--- config.mk ---
export PLATFORM = sky130hd
export DESIGN_NAME = hazard_ctrl
export DESIGN_NICKNAME = d
export VERILOG_FILES = /design/src/rtl/cpu_pkg.sv /design/src/rtl/hz_decode.sv /design/src/rtl/hazard_ctrl.sv
export SDC_FILE = /design/constraint.sdc
export NUM_CORES = 1
export LEC_CHECK = 0
export ABC_AREA = 0
export BUFFER_PORTS_ARGS = -buffer_cell sky130_fd_sc_hd__buf_2
export CAP_MARGIN = 20
export CORE_MARGIN = 8
export CORE_UTILIZATION = 45
export DETAILED_ROUTE_END_ITERATION = 6
export PLACE_DENSITY = 0.7
export SYNTH_ARGS = -nofsm -noshare
export SYNTH_HDL_FRONTEND = slang
export SYNTH_SLANG_ARGS = --single-unit
--- constraint.sdc ---
create_clock -name clk -period 2.4 [get_ports clk]
set_clock_uncertainty 0.2 [all_clocks]
set_input_delay 0.36 -clock clk [delete_from_list [all_inputs] [get_ports clk]]
set_output_delay 0.36 -clock clk [all_outputs]
set_load 0.01 [all_outputs]
--- src/rtl/cpu_pkg.sv ---
// Shared CPU definitions: opcodes, forwarding-select codes and the pipeline
// stage descriptor used by the hazard logic.
package cpu_pkg;
  localparam logic [5:0] OP_RTYPE = 6'b000000;
  localparam logic [5:0] OP_ADDI  = 6'b001000;
  localparam logic [5:0] OP_LW    = 6'b100011;
  localparam logic [5:0] OP_SW    = 6'b101011;
  localparam logic [5:0] OP_BEQ   = 6'b000100;

  localparam logic [1:0] FWD_RF  = 2'b00;
  localparam logic [1:0] FWD_MEM = 2'b10;
  localparam logic [1:0] FWD_WB  = 2'b01;

  typedef struct packed {
    logic       valid;
    logic       regwrite;
    logic       memread;
    logic [4:0] dst;
    logic [4:0] src_a;
    logic [4:0] src_b;
  } desc_t;

  // Youngest valid producer of src wins; register 0 is never forwarded.
  function automatic logic [1:0] fwd_sel(input desc_t mem, input desc_t wb,
                                         input logic [4:0] src);
    if (src == 5'd0)                                    return FWD_RF;
    else if (mem.valid && mem.regwrite && mem.dst == src) return FWD_MEM;
    else if (wb.valid && wb.regwrite && wb.dst == src)    return FWD_WB;
    else                                                return FWD_RF;
  endfunction
endpackage

--- src/rtl/hz_decode.sv ---
// Decodes an instruction into a stage descriptor; unused sources read as $0
// so they can never match a producer.
module hz_decode
  import cpu_pkg::*;
(
  input  logic [31:0] instr,
  output desc_t       desc
);
  logic [5:0] op;
  logic [4:0] rs, rt, rd;
  logic       unused_bits;

  assign op = instr[31:26];
  assign rs = instr[25:21];
  assign rt = instr[20:16];
  assign rd = instr[15:11];
  assign unused_bits = ^instr[10:0];

  always_comb begin
    desc       = '0;
    desc.valid = 1'b1;
    case (op)
      OP_RTYPE: begin desc.src_a = rs; desc.src_b = rt; desc.dst = rd; desc.regwrite = 1'b1; end
      OP_ADDI:  begin desc.src_a = rs; desc.dst = rt; desc.regwrite = 1'b1; end
      OP_LW:    begin desc.src_a = rs; desc.dst = rt; desc.regwrite = 1'b1; desc.memread = 1'b1; end
      OP_SW,
      OP_BEQ:   begin desc.src_a = rs; desc.src_b = rt; end
      default:  ;
    endcase
    // A write to $0 is discarded, so it is not a producer.
    if (desc.dst == 5'd0) begin
      desc.regwrite = 1'b0;
      desc.memread  = 1'b0;
    end
  end
endmodule

--- src/rtl/hazard_ctrl.sv ---
// Hazard unit for a 5-stage pipeline: EX operand forwarding, load-use stall,
// taken-branch flush and saturating event counters.
module hazard_ctrl
  import cpu_pkg::*;
#(
  parameter int CNT_W = 16
) (
  input  logic             clk,
  input  logic             Reset,
  input  logic             id_valid,
  input  logic [31:0]      id_instr,
  input  logic             branch_taken,
  output logic [1:0]       fwd_a,
  output logic [1:0]       fwd_b,
  output logic             stall,
  output logic             flush,
  output logic             pc_write,
  output logic             ifid_write,
  output logic [CNT_W-1:0] stall_cnt,
  output logic [CNT_W-1:0] flush_cnt
);
  desc_t id_d, ex_q, mem_q, wb_q;
  logic  load_use;
  logic  unused_fields;

  hz_decode u_dec (.instr(id_instr), .desc(id_d));

  assign unused_fields = ^{mem_q.memread, mem_q.src_a, mem_q.src_b,
                           wb_q.memread, wb_q.src_a, wb_q.src_b, id_d.valid,
                           id_d.regwrite, id_d.memread, id_d.dst};

  assign load_use = id_valid && ex_q.valid && ex_q.memread && ex_q.dst != 5'd0 &&
                    (ex_q.dst == id_d.src_a || ex_q.dst == id_d.src_b);

  // Flush takes priority: the dependent in ID is squashed anyway.
  assign flush      = branch_taken && !Reset;
  assign stall      = load_use && !branch_taken && !Reset;
  assign pc_write   = !stall;
  assign ifid_write = !stall;

  assign fwd_a = ex_q.valid ? fwd_sel(mem_q, wb_q, ex_q.src_a) : FWD_RF;
  assign fwd_b = ex_q.valid ? fwd_sel(mem_q, wb_q, ex_q.src_b) : FWD_RF;

  always_ff @(posedge clk or posedge Reset) begin
    if (Reset) begin
      ex_q      <= '0;
      mem_q     <= '0;
      wb_q      <= '0;
      stall_cnt <= '0;
      flush_cnt <= '0;
    end else begin
      wb_q  <= mem_q;
      mem_q <= ex_q;
      ex_q  <= (id_valid && !stall && !flush) ? id_d : '0;
      if (stall && stall_cnt != '1) stall_cnt <= stall_cnt + 1'b1;
      if (flush && flush_cnt != '1) flush_cnt <= flush_cnt + 1'b1;
    end
  end
endmodule

==> PnR_summary.wiki, run 1 <==
{| class="wikitable"
! Metric !! Value
|-
| Run status || finished, violations left
|-
| Violations in the final reports || negative setup slack
|-
| Sum of negative setup slack || -0.552 ns
|-
| DIE WIDTH || about 100 um
|-
| Sequential area share after synthesis || 0.501
|-
| Static leakage power || roughly 2.1 nW
|-
| Placement-stage cell area || about 3900 um2
|-
| Library cells used by synthesis || 51
|-
| Maximum fanout along the worst path || 6
|-
| Wire length on met2 || between 3000 and 4000 um
|-
| Critical-path cell with the highest stage delay || sky130_fd_sc_hd__or4_4
|-
| Placement Setup Slack || -0.350 ns
|-
| WL met3 || around 400 um
|-
| Detailed Route Iter0 Violations || 86
|-
| Number of design rule violations left after detail routing || 0
|-
| Setup crit end kind || output port
|-
| Synth top cells by count || sky130_fd_sc_hd__dfrtp_1 (64), sky130_fd_sc_hd__xnor2_1 (35), sky130_fd_sc_hd__nand2_1 (18), sky130_fd_sc_hd__and3_1 (17), sky130_fd_sc_hd__xor2_1 (17)
|-
| Slew at the pin with the worst max-slew slack || 0.789 ns
|-
| Die Outline Area || just over 10000 um2
|-
| Synth Net Count || 332
|-
| Register bit count reported by yosys || 64
|-
| Number of synthesized flops with an enable pin || 0
|-
| Slew Limit Fails || 0
|-
| Post-Route WL || ~7900 um
|-
| Root Buffer Master || sky130_fd_sc_hd__clkbuf_8
|-
| Unrepaired setup endpoints after global routing || yes
|-
| 1st-pass router iterations || 4
|-
| Critical Path, Cell by Cell || buf_6, or4_4, o22a_1, o211ai_1, and2_4, a32oi_4, buf_6, buf_6
|-
| Detailed placement HPWL || ~5600 um
|-
| Setup Viol. Count Final || 3
|-
| Synthesis-to-finish area growth || 32.9%
|-
| Max frequency || around 390 MHz
|-
| Number of instances in the synthesized netlist || 294
|-
| Async S/R FF share, synth || 1.00
|-
| Area share of the largest cell type after synthesis || 0.501
|-
| Clock sink count || 64
|-
| Net Switching || between 0.6 and 0.7 mW
|-
| Final worst hold slack || roughly 0.05 ns
|-
| Most common cell in the synthesized netlist || sky130_fd_sc_hd__dfrtp_1
|-
| CTS max path bufs || 2
|-
| GRT Util Overall || 0.160
|-
| Kind of start point of the critical path || input pin
|-
| Vias per cell || between 5 and 6
|-
| Largest cells by area after synthesis || sky130_fd_sc_hd__dfrtp_1 (50%), sky130_fd_sc_hd__xnor2_1 (9.6%), sky130_fd_sc_hd__xor2_1 (4.7%)
|-
| Die span in y || 100 um
|-
| Initial antenna violation count || 0
|-
| Share of post-route cells with drive strength above 1 || 0.369
|-
| Fin util || 0.622
|-
| Internal portion of total power || ~1.7 mW
|-
| Maximum resistive drop on vdd || 0.384 mV
|-
| Clock share of power || 0.350
|-
| Count of nets left with antenna violations after detail routing || 0
|-
| Post-synth design cell area || 3200 um2
|-
| Grt ovf || 0
|-
| Number of endpoints with negative hold slack in the final report || 0
|-
| Avg Inst Size Synth || 10.9 um2
|-
| Uppermost layer routed || met4
|-
| Crit path required time || around 1.8 ns
|-
| Relative slew margins || 0.474
|-
| Maximum number of pins on one net before global-route repair || between 60 and 70
|-
| Final worst path period share || 1.08
|-
| Number of diodes || 0
|-
| Number of hold buffers added after cts || 0
|-
| Crit-path most repeated cell || sky130_fd_sc_hd__buf_6
|-
| Share of power burned in registers || 0.506
|-
| Number of global-route vias before repair || 2703
|-
| Number of top-level pins || 76
|-
| Cell Pwr Density || 552 nW/um2
|-
| Max-cap violation count || 0
|-
| Final non-filler cell total || 500
|-
| Fill cell count || about 580
|-
| Initial core utilization || 0.468
|-
| # port buffers || 64
|-
| Placement row count || 30
|-
| Per-cell routed wire length || approximately 16 um
|-
| Worst hold-check path type || input pin to register
|-
| M1 wire length || 3440 um
|-
| Worst path arrival time || approximately 2.0 ns
|-
| Count of synthesis-stage warnings from yosys || 0
|-
| Final instance area || 4250 um2
|-
| Net count of the finished layout || ~440
|-
| Total Power Consumption || 2.35 mW
|-
| Area leader, netlist || sky130_fd_sc_hd__dfrtp_1
|-
| Number of buffers created by CTS || 9
|-
| Share of total power in combinational logic || 0.144
|-
| Global-route wire length before repair || around 13000 um
|-
| Core Footprint || 6830 um2
|-
| Clock tree from TritonCTS || done
|-
| Fraction of power spent switching nets || 0.270
|-
| Final period demand of the worst path || approximately 2.6 ns
|-
| H-tree level count || 3
|-
| Post-layout worst setup margin || -0.189 ns
|-
| Dominant register cell in the synthesized netlist || sky130_fd_sc_hd__dfrtp_1
|-
| Slowest Stage Delay on Critical Path || between 0.5 and 0.6 ns
|-
| Cell total after placement || roughly 480
|-
| WS Path Type || input pin to output port
|-
| Via count || roughly 2600
|-
| Source-to-sink clock delay at the later pin of the worst-skew pair || approximately 0.34 ns
|-
| GPL Wtd Cong || 0.885
|-
| CTS clk-pin slew, worst paths || approximately 0.06 ns
|}
-- flip-flops by register name, indices dropped and copies added (netlist names) --
| signal | cells |
|---|---|
| mem_q | 7 |
| flush_cnt | 16 |
| wb_q | 7 |
| ex_q | 18 |
| stall_cnt | 16 |
-- what timing repair did --
| item | 4_1_cts | 5_1_grt |
|---|---|---|
| pin swaps | 8 | 18 |
| buffers inserted | 5 | 5 |
| setup endpoints to repair | 5 | 32 |
| gates resized for setup | 12 | 23 |
-- cell type report --
cell class / instances / area (um2) / area share
multi-input combinational: 214 / 1660 / 0.391
sequential: 64 / 1610 / 0.378
timing repair buffer: 100 / 647 / 0.152
clock buffer: 12 / 155 / 0.0365
tap: 96 / 120 / 0.0283
inverter: 11 / 45.0 / 0.0106
clock inverter: 3 / 17.5 / 0.00412
-- kinds of logic after synthesis --
logic type | Yosys count | share of synthesized area
AO/OA/AOI/OAI | 31 | 0.0853
flip-flops | 64 | 0.501
multiplexers | 4 | 0.0137
AND/OR/NAND/NOR | 125 | 0.228
adder cells (fa/ha/maj) | 2 | 0.00782
buffers and inverters | 16 | 0.0215
XOR/XNOR | 52 | 0.142
-- worst max-delay path, delay by kind of cell --
| kind | cells | cell delay, ns |
|---|---|---|
| and+or+nand+nor | 2 | 0.76 |
| AOI/OAI and AO/OA | 3 | 0.55 |
| buffers and inverters | 3 | 0.36 |
-- layer usage --
metal	global-route usage	up-vias
li1	-	1262
met1	0.191	1259
met2	0.263	81
met3	0.0429	17
met4	0.0756	0
met5	0	-
-- layout by cell type, fill, tap and decap left out, types with 9 or more instances in the layout --
cell type,instances
sky130_fd_sc_hd__dfrtp_1,61
sky130_fd_sc_hd__buf_2,58
sky130_fd_sc_hd__xnor2_1,35
sky130_fd_sc_hd__buf_4,31
sky130_fd_sc_hd__nand2_1,17
sky130_fd_sc_hd__xor2_1,17
sky130_fd_sc_hd__and3_1,15
sky130_fd_sc_hd__nor2_1,14
sky130_fd_sc_hd__and2_1,12
sky130_fd_sc_hd__clkbuf_8,11
sky130_fd_sc_hd__buf_6,11
sky130_fd_sc_hd__inv_1,9
sky130_fd_sc_hd__nand4_1,9
sky130_fd_sc_hd__nand3_1,9
-- final timing paths --
path	from	to	slack, ns	cells past startpoint
max in group asynchronous	Reset	ex_q[13]	1.33	3
min in group asynchronous	Reset	flush_cnt[12]	0.11	3
max reg2reg	ex_q[11]	stall_cnt[1]	0.03	9
min reg2reg	ex_q[16]	mem_q[16]	0.16	0
max	id_instr[31]	ifid_write	-0.19	8
min	id_instr[21]	ex_q[5]	0.05	2
-- power by group through the flow --
| stage | combinational [mW] | clock (mW) | sequential [mW] |
|---|---|---|---|
| 3_5_place_dp | 0.318 | 0 | 1.21 |
| 4_1_cts | 0.327 | 0.848 | 1.19 |
| 5_1_grt | 0.375 | 0.892 | 1.20 |
| 3_3_place_gp | 0.312 | 0 | 1.20 |
| 6_report | 0.337 | 0.823 | 1.19 |
| 2_1_floorplan | 0.135 | 0 | 1.23 |
No activity file was read; power rests on OpenSTA's default activity.
==> run 2: changes to the inputs <==
TNS_END_PERCENT = 1   (was not set)
==> PnR_summary.wiki, run 2 (synthesized netlist as in run 1, its figures left out) <==
{| class="wikitable"
! Metric !! Value
|-
| Violations in the final reports || negative setup slack
|-
| Synthesis-to-finish area growth || 30.5%
|-
| Worst hold-check path type || input pin to register
|-
| GPL Wtd Cong || 0.869 (-1.9%)
|-
| Share of post-route cells with drive strength above 1 || 0.352 (-0.0172)
|-
| H-tree level count || 3 (unchanged)
|-
| Max-cap violation count || 0 (unchanged)
|-
| Clock tree from TritonCTS || done
|-
| Wire length on met2 || 3990 um (+1.2%)
|-
| Largest Register || ex_q
|-
| Slew Limit Fails || 0 (unchanged)
|-
| Kind of start point of the critical path || input pin
|-
| Number of endpoints with negative hold slack in the final report || 0 (unchanged)
|-
| Final instance area || 4170 um2 (-1.8%)
|-
| Setup crit end kind || output port
|-
| Number of hold buffers added after cts || 0 (unchanged)
|-
| Setup Viol. Count Final || 3 (unchanged)
|-
| Slew at the pin with the worst max-slew slack || 0.769 ns (-0.0199 ns)
|-
| DIE WIDTH || 100 um (unchanged)
|-
| Maximum resistive drop on vdd || 0.257 mV (-33%)
|-
| Relative slew margins || 0.487 (+0.0133)
|-
| Critical Path, Cell by Cell || buf_6, or4_4, o22a_1, o211ai_1, and2_4, a32oi_4, inv_2, buf_6
|-
| Crit path required time || 1.84 ns (about the same)
|-
| Detailed placement HPWL || 5940 um (+6.2%)
|-
| Detailed Route Iter0 Violations || 72 (-16%)
|-
| Max frequency || 389 MHz (+0.73%)
|-
| # port buffers || 64 (unchanged)
|-
| Critical-path cell with the highest stage delay || sky130_fd_sc_hd__or4_4
|-
| Final worst path period share || 1.07 (-0.00782)
|-
| Grt ovf || 0 (unchanged)
|-
| 1st-pass router iterations || 4 (unchanged)
|-
| Die Outline Area || 10100 um2 (unchanged)
|-
| Via count || 2547 (-2.7%)
|-
| Vias per cell || 5.12 (-2.2%)
|-
| Highest-count cells in the layout ignoring fill and taps || sky130_fd_sc_hd__dfrtp_1 (61), sky130_fd_sc_hd__buf_2 (61), sky130_fd_sc_hd__xnor2_1 (35)
|-
| CP top delay family || simple AND/OR/NAND/NOR gates
|-
| Initial core utilization || 0.468 (unchanged)
|-
| Number of top-level pins || 76 (unchanged)
|-
| Number of flip-flops under the largest register name || 18 (unchanged)
|-
| Global-route wire length before repair || 12600 um (-1.5%)
|-
| Core Footprint || 6830 um2 (unchanged)
|-
| WS Path Type || input pin to output port
|-
| Maximum number of pins on one net before global-route repair || 65 (unchanged)
|-
| Static leakage power || 2.09 nW (-0.91%)
|-
| Worst path arrival time || 2.01 ns (-0.02 ns)
|-
| WL met3 || 268 um (-31%)
|-
| Uppermost layer routed || met4
|-
| Number of design rule violations left after detail routing || 0 (unchanged)
|-
| Run status || finished, violations left
|-
| Crit-path most repeated cell || sky130_fd_sc_hd__buf_6
|-
| CTS clk-pin slew, worst paths || 0.06 ns (about the same)
|-
| Slowest Stage Delay on Critical Path || 0.58 ns (about the same)
|-
| Post-layout worst setup margin || -0.170 ns (+0.0188 ns)
|-
| CTS max path bufs || 2 (unchanged)
|-
| Number of global-route vias before repair || 2572 (-4.8%)
|-
| Buf+Inv Stages, Crit Path || 3 (unchanged)
|-
| Per-cell routed wire length || 15.3 um (-3.7%)
|-
| Die span in y || 100 um (unchanged)
|-
| Net count of the finished layout || 435 (-0.68%)
|-
| Maximum fanout along the worst path || 5 (-1)
|-
| Initial antenna violation count || 0 (unchanged)
|-
| Cell Pwr Density || 596 nW/um2 (+7.8%)
|-
| Top Registers || ex_q x18, flush_cnt x16, stall_cnt x16
|-
| Placement-stage cell area || 3850 um2 (about the same)
|-
| Count of nets left with antenna violations after detail routing || 0 (unchanged)
|-
| Sum of negative setup slack || -0.428 ns (+0.123 ns)
|-
| Placement row count || 30 (unchanged)
|-
| Post-Route WL || 7610 um (-4.3%)
|-
| Unrepaired setup endpoints after global routing || yes
|-
| GRT Util Overall || 0.159 (-0.00121)
|-
| Root Buffer Master || sky130_fd_sc_hd__clkbuf_8
|-
| Source-to-sink clock delay at the later pin of the worst-skew pair || 0.33 ns (about the same)
|-
| M1 wire length || 3220 um (-6.1%)
|-
| Clock sink count || 64 (unchanged)
|-
| Number of buffers created by CTS || 9 (unchanged)
|-
| Total Power Consumption || 2.49 mW (+5.9%)
|-
| Final period demand of the worst path || 2.57 ns (-0.0188 ns)
|-
| Number of diodes || 0 (unchanged)
|}
## run 2: cell count changes in the layout (fill, tap and decap cells not counted), sizes merged
cell	before	now
buf	100	97
clkinv	2	3
bufinv	0	2
clkinvlp	2	1
inv	10	11
clkbuf	12	9
## run 2: worst paths after layout
check	from	depth (start not counted)	to	slack [ns]
min in group asynchronous	Reset	3	flush_cnt[5]	0.11
hold reg to reg	ex_q[16]	0	mem_q[16]	0.15
setup reg to reg	ex_q[11]	9	ex_q[5]	0.01
hold / removal	id_instr[21]	2	ex_q[5]	0.10
setup / recovery	id_instr[31]	8	stall	-0.17
max in group asynchronous	Reset	3	ex_q[14]	1.34
## run 2: through the flow
stage / util / hold slack, ns / cells / setup slack (ns)
after global routing: 0.611 / 0.0910 / 497 / -0.231
after CTS: 0.605 / 0.0795 / 495 / -0.200
after detailed placement: 0.564 / 0.136 / 477 / -0.378
after global placement: 0.564 / 0.134 / 477 / -0.308
final: 0.611 / 0.100 / 497 / -0.170
after floorplan: - / 0.131 / 294 / -0.0998
## run 2: layout make-up
type | count | area, um2
fillers | 618 | 2660
multi-input cells | 214 | 1610
flip-flops and latches | 64 | 1610
repair buffers | 97 | 587
clock buffers | 9 | 124
well taps | 96 | 120
clock inverters | 6 | 83.8
inverters | 11 | 45.0
## run 2: timing repair
item,4_1_cts,5_1_grt
setup buffers,3,2
endpoints found under the setup margin,14,29
pin swaps,6,13
gates resized for setup,10,9
## run 2: power breakdown
part | total [mW] | internal (mW) | switching, mW
Clock | 0.977 | 0.577 | 0.400
Sequential | 1.18 | 1.13 | 0.0505
Combinational | 0.325 | 0.155 | 0.169
Total | 2.49 | 1.87 | 0.620
## run 2: per-layer routing
metal	track usage	vias up
li1	-	1261
met1	0.184	1230
met2	0.280	46
met3	0.0332	10
met4	0.0628	0
met5	0	-
